<file path="src/rtl/fft_slice_packer.sv">
// rtl/fft_slice_packer.sv - packs 8 consecutive 48-bit complex FFT samples into one 384-bit stream beat
module fft_slice_packer #(
    parameter int NUM_SLICES = 8,
    parameter int SLICE_W    = 48
) (
    input  logic                          clk,
    input  logic                          rst,
    input  logic [SLICE_W-1:0]            s_axis_tdata,
    input  logic                          s_axis_tvalid,
    input  logic                          s_axis_tlast,
    output logic                          s_axis_tready,
    output logic [NUM_SLICES*SLICE_W-1:0] m_axis_tdata,
    output logic                          m_axis_tvalid,
    output logic                          m_axis_tlast,
    input  logic                          m_axis_tready,
    output logic                          short_frame_err,
    output logic [15:0]                   beat_count
);

    localparam int BEAT_W = NUM_SLICES * SLICE_W;
    localparam int IDX_W  = (NUM_SLICES > 1) ? $clog2(NUM_SLICES) : 1;
    localparam logic [IDX_W-1:0] IDX_LAST = IDX_W'(NUM_SLICES - 1);

    typedef enum logic {FILL, FULL} state_t;

    state_t              state, state_next;
    logic                ready_en;
    logic [IDX_W-1:0]    idx;
    logic [BEAT_W-1:0]   acc, acc_merged, load_data;
    logic                acc_last, load_last, load_out;
    logic                in_fire, out_fire, out_free, group_done;

    // ready_en keeps the input closed during reset and for the first cycle after it
    assign s_axis_tready = ready_en && (state == FILL);
    assign in_fire       = s_axis_tvalid && s_axis_tready;
    assign out_fire      = m_axis_tvalid && m_axis_tready;
    assign out_free      = !m_axis_tvalid || m_axis_tready;
    assign group_done    = in_fire && ((idx == IDX_LAST) || s_axis_tlast);

    always_comb begin
        acc_merged = acc;
        for (int k = 0; k < NUM_SLICES; k++) begin
            if (idx == IDX_W'(k)) begin
                acc_merged[k*SLICE_W +: SLICE_W] = s_axis_tdata;
            end
        end
    end

    always_ff @(posedge clk or posedge rst) begin
        if (rst) begin
            state <= FILL;
        end else begin
            state <= state_next;
        end
    end

    always_comb begin
        state_next = state;
        load_out   = 1'b0;
        load_data  = acc_merged;
        load_last  = s_axis_tlast;
        case (state)
            FILL: begin
                if (group_done) begin
                    if (out_free) begin
                        load_out = 1'b1;
                    end else begin
                        state_next = FULL;
                    end
                end
            end
            FULL: begin
                load_data = acc;
                load_last = acc_last;
                if (out_fire) begin
                    load_out   = 1'b1;
                    state_next = FILL;
                end
            end
            default: state_next = FILL;
        endcase
    end

    always_ff @(posedge clk or posedge rst) begin
        if (rst) begin
            ready_en        <= 1'b0;
            idx             <= '0;
            acc             <= '0;
            acc_last        <= 1'b0;
            m_axis_tdata    <= '0;
            m_axis_tvalid   <= 1'b0;
            m_axis_tlast    <= 1'b0;
            short_frame_err <= 1'b0;
            beat_count      <= '0;
        end else begin
            ready_en <= 1'b1;
            if (in_fire) begin
                if (group_done) begin
                    idx <= '0;
                    if (load_out) begin
                        acc <= '0;
                    end else begin
                        acc      <= acc_merged;
                        acc_last <= s_axis_tlast;
                    end
                end else begin
                    idx <= idx + 1'b1;
                    acc <= acc_merged;
                end
                if (s_axis_tlast && (idx != IDX_LAST)) begin
                    short_frame_err <= 1'b1;
                end
            end else if (load_out) begin
                // held group drained from FULL; unused slices of the next group must read zero
                acc <= '0;
            end

            if (load_out) begin
                m_axis_tvalid <= 1'b1;
                m_axis_tdata  <= load_data;
                m_axis_tlast  <= load_last;
            end else if (out_fire) begin
                m_axis_tvalid <= 1'b0;
            end

            if (out_fire) begin
                beat_count <= beat_count + 16'd1;
            end
        end
    end

endmodule

</file>
<file path="config.mk">
export PLATFORM = sky130hd
export DESIGN_NAME = fft_slice_packer
export DESIGN_NICKNAME = d
export VERILOG_FILES = /design/src/rtl/fft_slice_packer.sv
export SDC_FILE = /design/constraint.sdc
export NUM_CORES = 2
export LEC_CHECK = 0
export CORE_ASPECT_RATIO = 1.75
export CORE_UTILIZATION = 49
export DETAILED_ROUTE_END_ITERATION = 6
export PLACE_DENSITY = 0.81
export REMOVE_ABC_BUFFERS = 1
export SLEW_MARGIN = 30
export SYNTH_ARGS = -nofsm -noshare
export SYNTH_HDL_FRONTEND = slang
export SYNTH_SLANG_ARGS = --single-unit
</file>
<file path="constraint.sdc">
create_clock -name clk -period 28.1 [get_ports clk]
set_input_delay 7.025 -clock clk [delete_from_list [all_inputs] [get_ports clk]]
set_output_delay 7.025 -clock clk [all_outputs]
set_load 0.02 [all_outputs]
</file>
==> Yosys cells after proc, flatten, opt, wreduce, memory -nomap -nowiden <==
Cells that the tools add are included.
{ "word_totals": {"regBits": 793, "input_bits": 53, "output_inout_bits": 404, "word_cells": 60} }
{ "op_classes": {"add_sub_neg": 2, "eq_ne": 8, "n_mux": 25, "n_bitwise": 2, "n_reduce_logical": 13} }
{ "op_table": {"columns": ["op", "count"], "rows": [
  ["two-way mux 384 bit", 5],
  ["two-way mux 48 bit", 8],
  ["adder 16 x 1 -> 16 bit (second input constant)", 1],
  ["== test 3 bit (second input constant)", 4],
  ["two-way mux 1 bit", 9],
  ["== test 3 x 2 -> 1 bit (second input constant)", 2],
  ["logical AND 1 bit", 5],
  ["case mux 1 bit (2 select lines)", 2],
  ["nonzero test 2 bit", 2],
  ["adder 3 x 1 -> 3 bit (second input constant)", 1],
  ["== test 3 x 1 -> 1 bit (second input constant)", 1],
  ["logical NOT 3 bit", 1],
  ["two-way mux 3 bit", 1],
  ["!= test 3 bit (second input constant)", 1],
  ["AND reduction 3 bit", 1],
  ["logical OR 1 bit", 2],
  ["NOT 1 bit", 2],
  ["AND reduction 2 bit", 1],
  ["logical NOT 1 bit", 1]
]} }

==> Longest topological paths before layout <==
{ "depth": {"depth_word": 9, "mapped_depth": 9} }

==> Worst setup path before layout <==
OpenSTA, ideal clock, no wires.
{ "synth_timing": {"path_kind": "in2reg", "start": "input port m_axis_tready", "end": "register acc[202]", "setup_ns": 0.066, "arrival_ns": 8.306, "required_ns": 28.034, "slack_ns": 19.728, "stages": 7, "n_path_buf": 3, "path_cell_list": "and2_1 buf_2 a21o_1 o21ai_1 clkbuf_1 buf_2 a22o_1"} }
{ "synth_between": {"elab_chain_cells": 7, "elab_cells_between_ends": 10, "classes_between": "mux: 7; reduce/logical: 3"} }
{ "synth_rtl": {"columns": ["item", "line_no", "source"], "rows": [
  ["start: declaration", "15", "input logic m_axis_tready,"],
  ["logical OR 1 bit", "37", "assign out_free = !m_axis_tvalid || m_axis_tready;"],
  ["two-way mux 1 bit", "65", "if (out_free) begin"],
  ["two-way mux 1 bit", "64", "if (group_done) begin"],
  ["case mux 1 bit (2 select lines) (*)", "62", "case (state)"],
  ["two-way mux 384 bit", "100", "if (load_out) begin"],
  ["two-way mux 384 bit", "98", "if (group_done) begin"],
  ["two-way mux 384 bit", "97", "if (in_fire) begin"],
  ["end signal: assignment", "103", "acc <= acc_merged;"],
  ["end signal: assignment", "108", "acc <= acc_merged;"],
  ["end: declaration", "29", "logic [BEAT_W-1:0] acc, acc_merged, load_data;"]
]} }
Mark *: on every way between the ends. The rest lies on a longest branch, timed or not.
A chain may end at the register's enable or synchronous reset.

==> Final worst setup path <==
{ "layout_timing": {"start": "input port s_axis_tlast", "end": "register m_axis_tdata[81]"} }
{ "layout_between": {"elab_chain_cells": 4} }
{ "layout_rtl": {"columns": ["item", "line_no", "source"], "rows": [
  ["start: declaration", "10", "input logic s_axis_tlast,"],
  ["logical OR 1 bit", "38", "assign group_done = in_fire && ((idx == IDX_LAST) || s_axis_tlast);"],
  ["logical AND 1 bit", "38", null],
  ["two-way mux 1 bit", "64", null],
  ["case mux 1 bit (2 select lines)", "62", null],
  ["end signal: assignment", "120", "m_axis_tdata <= load_data;"],
  ["end: declaration", "12", "output logic [NUM_SLICES*SLICE_W-1:0] m_axis_tdata,"]
]} }
No other way between the ends.

==> results_tabular.tex <==
\begin{tabular}{lr}
\hline
Metric & Value \\
\hline
\multicolumn{2}{l}{\textbf{Timing}} \\
\quad Fmax achieved & 0.0989 GHz \\
\quad Hold violation count in the final report & 0 \\
\quad Max-slew violation count & 0 \\
\quad Post-layout minimum cycle time & 10110 ps \\
\quad Final setup skew & 27.0 ps \\
\quad Final setup fails & 0 \\
\quad Max-slew headroom & 30.5\% \\
\quad Pin slew with the least headroom to its limit & 1040 ps \\
\quad Worst setup slack after layout & 17990 ps \\
\quad RSZ-0062 raised after global routing & false \\
\quad Crit share post-route & 36.0\% \\
\quad Post-Route Setup TNS & 0 ps \\
\multicolumn{2}{l}{\textbf{Synth}} \\
\quad Async SR Flop Fraction & 100\% \\
\quad Most numerous cell in the Yosys netlist & sky130\_fd\_sc\_hd\_\_dfrtp\_1 \\
\quad Largest family of logic cells by synthesized area & compound AO/OA/AOI/OAI gates \\
\quad Seq/Total Area, Yosys & 61.3\% \\
\quad Synthesized cell area & 32300 um\^{}2 \\
\quad Dominant cell type by area after synthesis & sky130\_fd\_sc\_hd\_\_dfrtp\_1 \\
\quad Post-Synth Simple-Gate Area & 5.43\% \\
\quad Share of the synthesized area in the top cell type & 61.3\% \\
\quad Count of flip-flops with a built-in enable after synthesis & 0 \\
\quad Multiplexer share of the synthesized area & 12.0\% \\
\quad Mapped Avg Cell Area & 12.0 um\^{}2 \\
\quad Top cells by instance count after synthesis & 793 x sky130\_fd\_sc\_hd\_\_dfrtp\_1, 392 x sky130\_fd\_sc\_hd\_\_nand2\_1, 388 x sky130\_fd\_sc\_hd\_\_o21ai\_0, 386 x sky130\_fd\_sc\_hd\_\_mux2i\_1, 384 x sky130\_fd\_sc\_hd\_\_a22o\_1 \\
\quad Dominant cells by area after synthesis & sky130\_fd\_sc\_hd\_\_dfrtp\_1 61\%, sky130\_fd\_sc\_hd\_\_mux2i\_1 12\%, sky130\_fd\_sc\_hd\_\_a22o\_1 10\% \\
\quad Total of flip-flops plus latches after synthesis & 793 \\
\quad Yosys synthesis warning count & 0 \\
\quad Compound-Gate Fraction of Synth Area & 16.8\% \\
\quad Share of synthesized cell area in full adder, half adder and majority cells & 0.271\% \\
\quad Xor/xnor cell area share of the yosys netlist & 0.406\% \\
\quad Synth Instances & 2700 \\
\quad Top flip-flop cell by instance count after synthesis & sky130\_fd\_sc\_hd\_\_dfrtp\_1 \\
\quad Count of distinct cell types in the synthesized netlist & 40 \\
\multicolumn{2}{l}{\textbf{Pwr}} \\
\quad P\_sw & 1.40 mW \\
\quad IR drop worst, VDD & 0.0000844 V \\
\quad Power density over cell area & 96.7 nW/um\^{}2 \\
\quad Sequential fraction of design power & 40.0\% \\
\quad Fraction of power spent switching nets & 36.3\% \\
\quad Part of the power in combinational logic & 34.2\% \\
\quad Clock power share & 25.8\% \\
\quad Internal power & 2.46 mW \\
\quad Leak Pwr & 18.8 nW \\
\multicolumn{2}{l}{\textbf{Floorplanning}} \\
\quad Height of the die & 342 um \\
\quad Overall die area & 67100 um\^{}2 \\
\quad Initial cell density of the core & 49.5\% \\
\quad Core area & 65300 um\^{}2 \\
\quad Count of standard-cell rows & 124 \\
\quad Die outline width & 196 um \\
\quad Count of pins on the block boundary & 457 \\
\multicolumn{2}{l}{\textbf{Routing}} \\
\quad Detailed Routing Iterations Pass 1 & 6 \\
\quad Antenna viol nets, final & 0 \\
\quad Vias per std cell & 5.99 \\
\quad Initial detailed-routing violation count & 1830 \\
\quad Number of remaining DRC errors & 0 \\
\quad Routed wirelength normalized by instance count & 24.6 um \\
\quad Overall via count from detail\_route & 23633 \\
\quad Sum of routed wire length over all layers & 97200 um \\
\multicolumn{2}{l}{\textbf{Worst setup path}} \\
\quad Critical Path Source Type & input pin \\
\quad Worst setup path category & input pin to register \\
\quad Critical-path maximum fanout & 143 \\
\quad CP Data Required Time & 28620 ps \\
\quad Crit path arrival time & 10630 ps \\
\quad Sort of element at the end of the critical path & register \\
\multicolumn{2}{l}{\textbf{Final layout}} \\
\quad Number of antenna repair diodes & 0 \\
\quad Count of nets after finishing & 3068 \\
\quad Fillers & 5030 \\
\quad Synth-to-Final Area Change & 23.4\% \\
\quad Layout cell share with drive strength beyond 1 & 6.04\% \\
\multicolumn{2}{l}{\textbf{Clocking}} \\
\quad Clk buf depth & 3 \\
\quad Number of buffers created by CTS & 70 \\
\quad Num Clock Sinks & 793 \\
\quad CTS tree & done \\
\quad Post-cts sizing count & 0 \\
\quad Worst skew pair latency & 630 ps \\
\quad Clock-pin slew reported for the worst setup and hold paths after clock tree synthesis & 60 ps \\
\quad H-tree Lvls & 3 \\
\quad Cts-stage hold buffer count & 0 \\
\quad Post-CTS setup buffers & 0 \\
\quad Root Buffer Master & sky130\_fd\_sc\_hd\_\_clkbuf\_16 \\
\multicolumn{2}{l}{\textbf{Place}} \\
\quad Port Buf Inserts & 456 \\
\quad Sum of net half-perimeters after detailed placement & 58300 um \\
\quad Gp weighted congestion & 0.824 \\
\quad Pre-CTS setup slack & 16950 ps \\
\multicolumn{2}{l}{\textbf{GRT}} \\
\quad Overall fraction of global-route tracks in use & 29.1\% \\
\quad Largest net degree at the start of global routing & 285 \\
\quad Initial antenna violation count & 0 \\
\quad Vias in the first global route & 24278 \\
\quad Grt total ovfl & 0 \\
\quad Wire length of the first global-routing pass & 148000 um \\
\multicolumn{2}{l}{\textbf{Job}} \\
\quad Max-cap violation count & 0 \\
\multicolumn{2}{l}{\textbf{Worst hold path}} \\
\quad Hold Path Class & register to register \\
\multicolumn{2}{l}{\textbf{Outcome}} \\
\quad Status & complete, no violations \\
\hline
\end{tabular}
-- flip-flops by register name, indices dropped and copies added (netlist names) --
name / flops
idx: 3
short_frame_err: 1
ready_en: 1
acc_last: 1
m_axis_tdata: 384
m_axis_tvalid: 1
beat_count: 16
m_axis_tlast: 1
state: 1
acc: 384
-- cell families (layout without fill, tap and decap cells) --
logic type / count (synthesis) / after routing
AOI/OAI and AO/OA: 787 / 787
xor gates and xnor gates: 15 / 15
adders and majority gates: 7 / 7
buffers and inverters: 267 / 630
DFF: 793 / 793
muxes: 387 / 387
other: 1 / 1
and+or+nand+nor: 443 / 443
-- critical path: stages --
cell and delay [ps]:
sky130_fd_sc_hd__clkdlybuf4s50_1 500, sky130_fd_sc_hd__o211a_1 310, sky130_fd_sc_hd__o22ai_4 620, sky130_fd_sc_hd__buf_4 730, sky130_fd_sc_hd__buf_12 440, sky130_fd_sc_hd__buf_16 440, sky130_fd_sc_hd__nand2_1 140, sky130_fd_sc_hd__o21ai_0 120
-- layout by cell type (no fill, tap or decap), drive strengths merged --
master	Yosys	layout
a21bo	3	3
nand4	4	4
nor2	12	12
xor2	5	5
and4	1	1
a21oi	1	1
and3b	1	1
dfrtp	793	793
clkbuf	125	101
mux2i	386	386
ha	7	7
and2b	1	1
buf	137	42
nand2	392	392
o22ai	1	1
nand2b	8	8
bufinv	0	5
xnor2	10	10
nor2b	2	2
nand3b	1	1
conb	1	1
inv	5	7
o211a	1	1
clkinv	0	13
a22o	384	384
o21bai	1	1
and3	3	3
nor4	1	1
clkinvlp	0	6
a21o	1	1
and2	8	8
clkdlybuf4s50	0	456
mux2	1	1
nor3	2	2
nand3	7	7
o21a	1	1
o21ai	394	394
-- layout make-up --
type	count	area (um^2)	area share, %
flip-flops and latches	793	19800	49.7
multi-input cells	1640	11400	28.7
repair buffers	498	5140	12.9
clock buffers	101	2060	5.16
well taps	882	1100	2.76
clock inverters	26	304	0.762
inverters	5	31.3	0.0784
-- layer usage --
metal / vias up / part of all wire, % / global-route usage (%)
li1: 10192 / - / -
met1: 12053 / 39 / 36.9
met2: 1116 / 48 / 47.0
met3: 272 / 7.1 / 5.52
met4: 0 / 5.8 / 16.7
met5: - / 0 / 0
-- per-stage QoR --
stage                     utilization (%)  cell area, um^2  hold WS, ps  instances  power, mW
after floorplan                         -            31100          465       2438       2.26
after global placement               57.0            37200          465       3807       2.80
after detailed placement             57.3            37400          470       3814       2.86
after CTS                            60.9            39800          484       3941       3.86
after global routing                 61.1            39900          497       3945       4.02
final                                61.1            39900          480       3945       3.86
-- power groups by stage --
stage / Clock [mW] / Combinational [mW] / Sequential [mW]
3_5_place_dp: 0 / 1.30 / 1.56
5_1_grt: 1.05 / 1.40 / 1.56
2_1_floorplan: 0 / 0.574 / 1.69
6_report: 0.997 / 1.32 / 1.54
3_3_place_gp: 0 / 1.26 / 1.55
4_1_cts: 1.01 / 1.31 / 1.54
-- final timing paths --
path	cells after the start	slack [ps]	from	end
max	8	17990	s_axis_tlast	m_axis_tdata[81]
min	2	480	m_axis_tdata[21]	m_axis_tdata[21]
max reg2reg	9	23970	idx[0]	m_axis_tdata[81]
min reg2reg	2	480	m_axis_tdata[21]	m_axis_tdata[21]
max in group asynchronous	6	18180	rst	m_axis_tdata[325]
min in group asynchronous	2	7020	rst	acc[348]
Note: power is estimated with default switching activity, not from simulation.
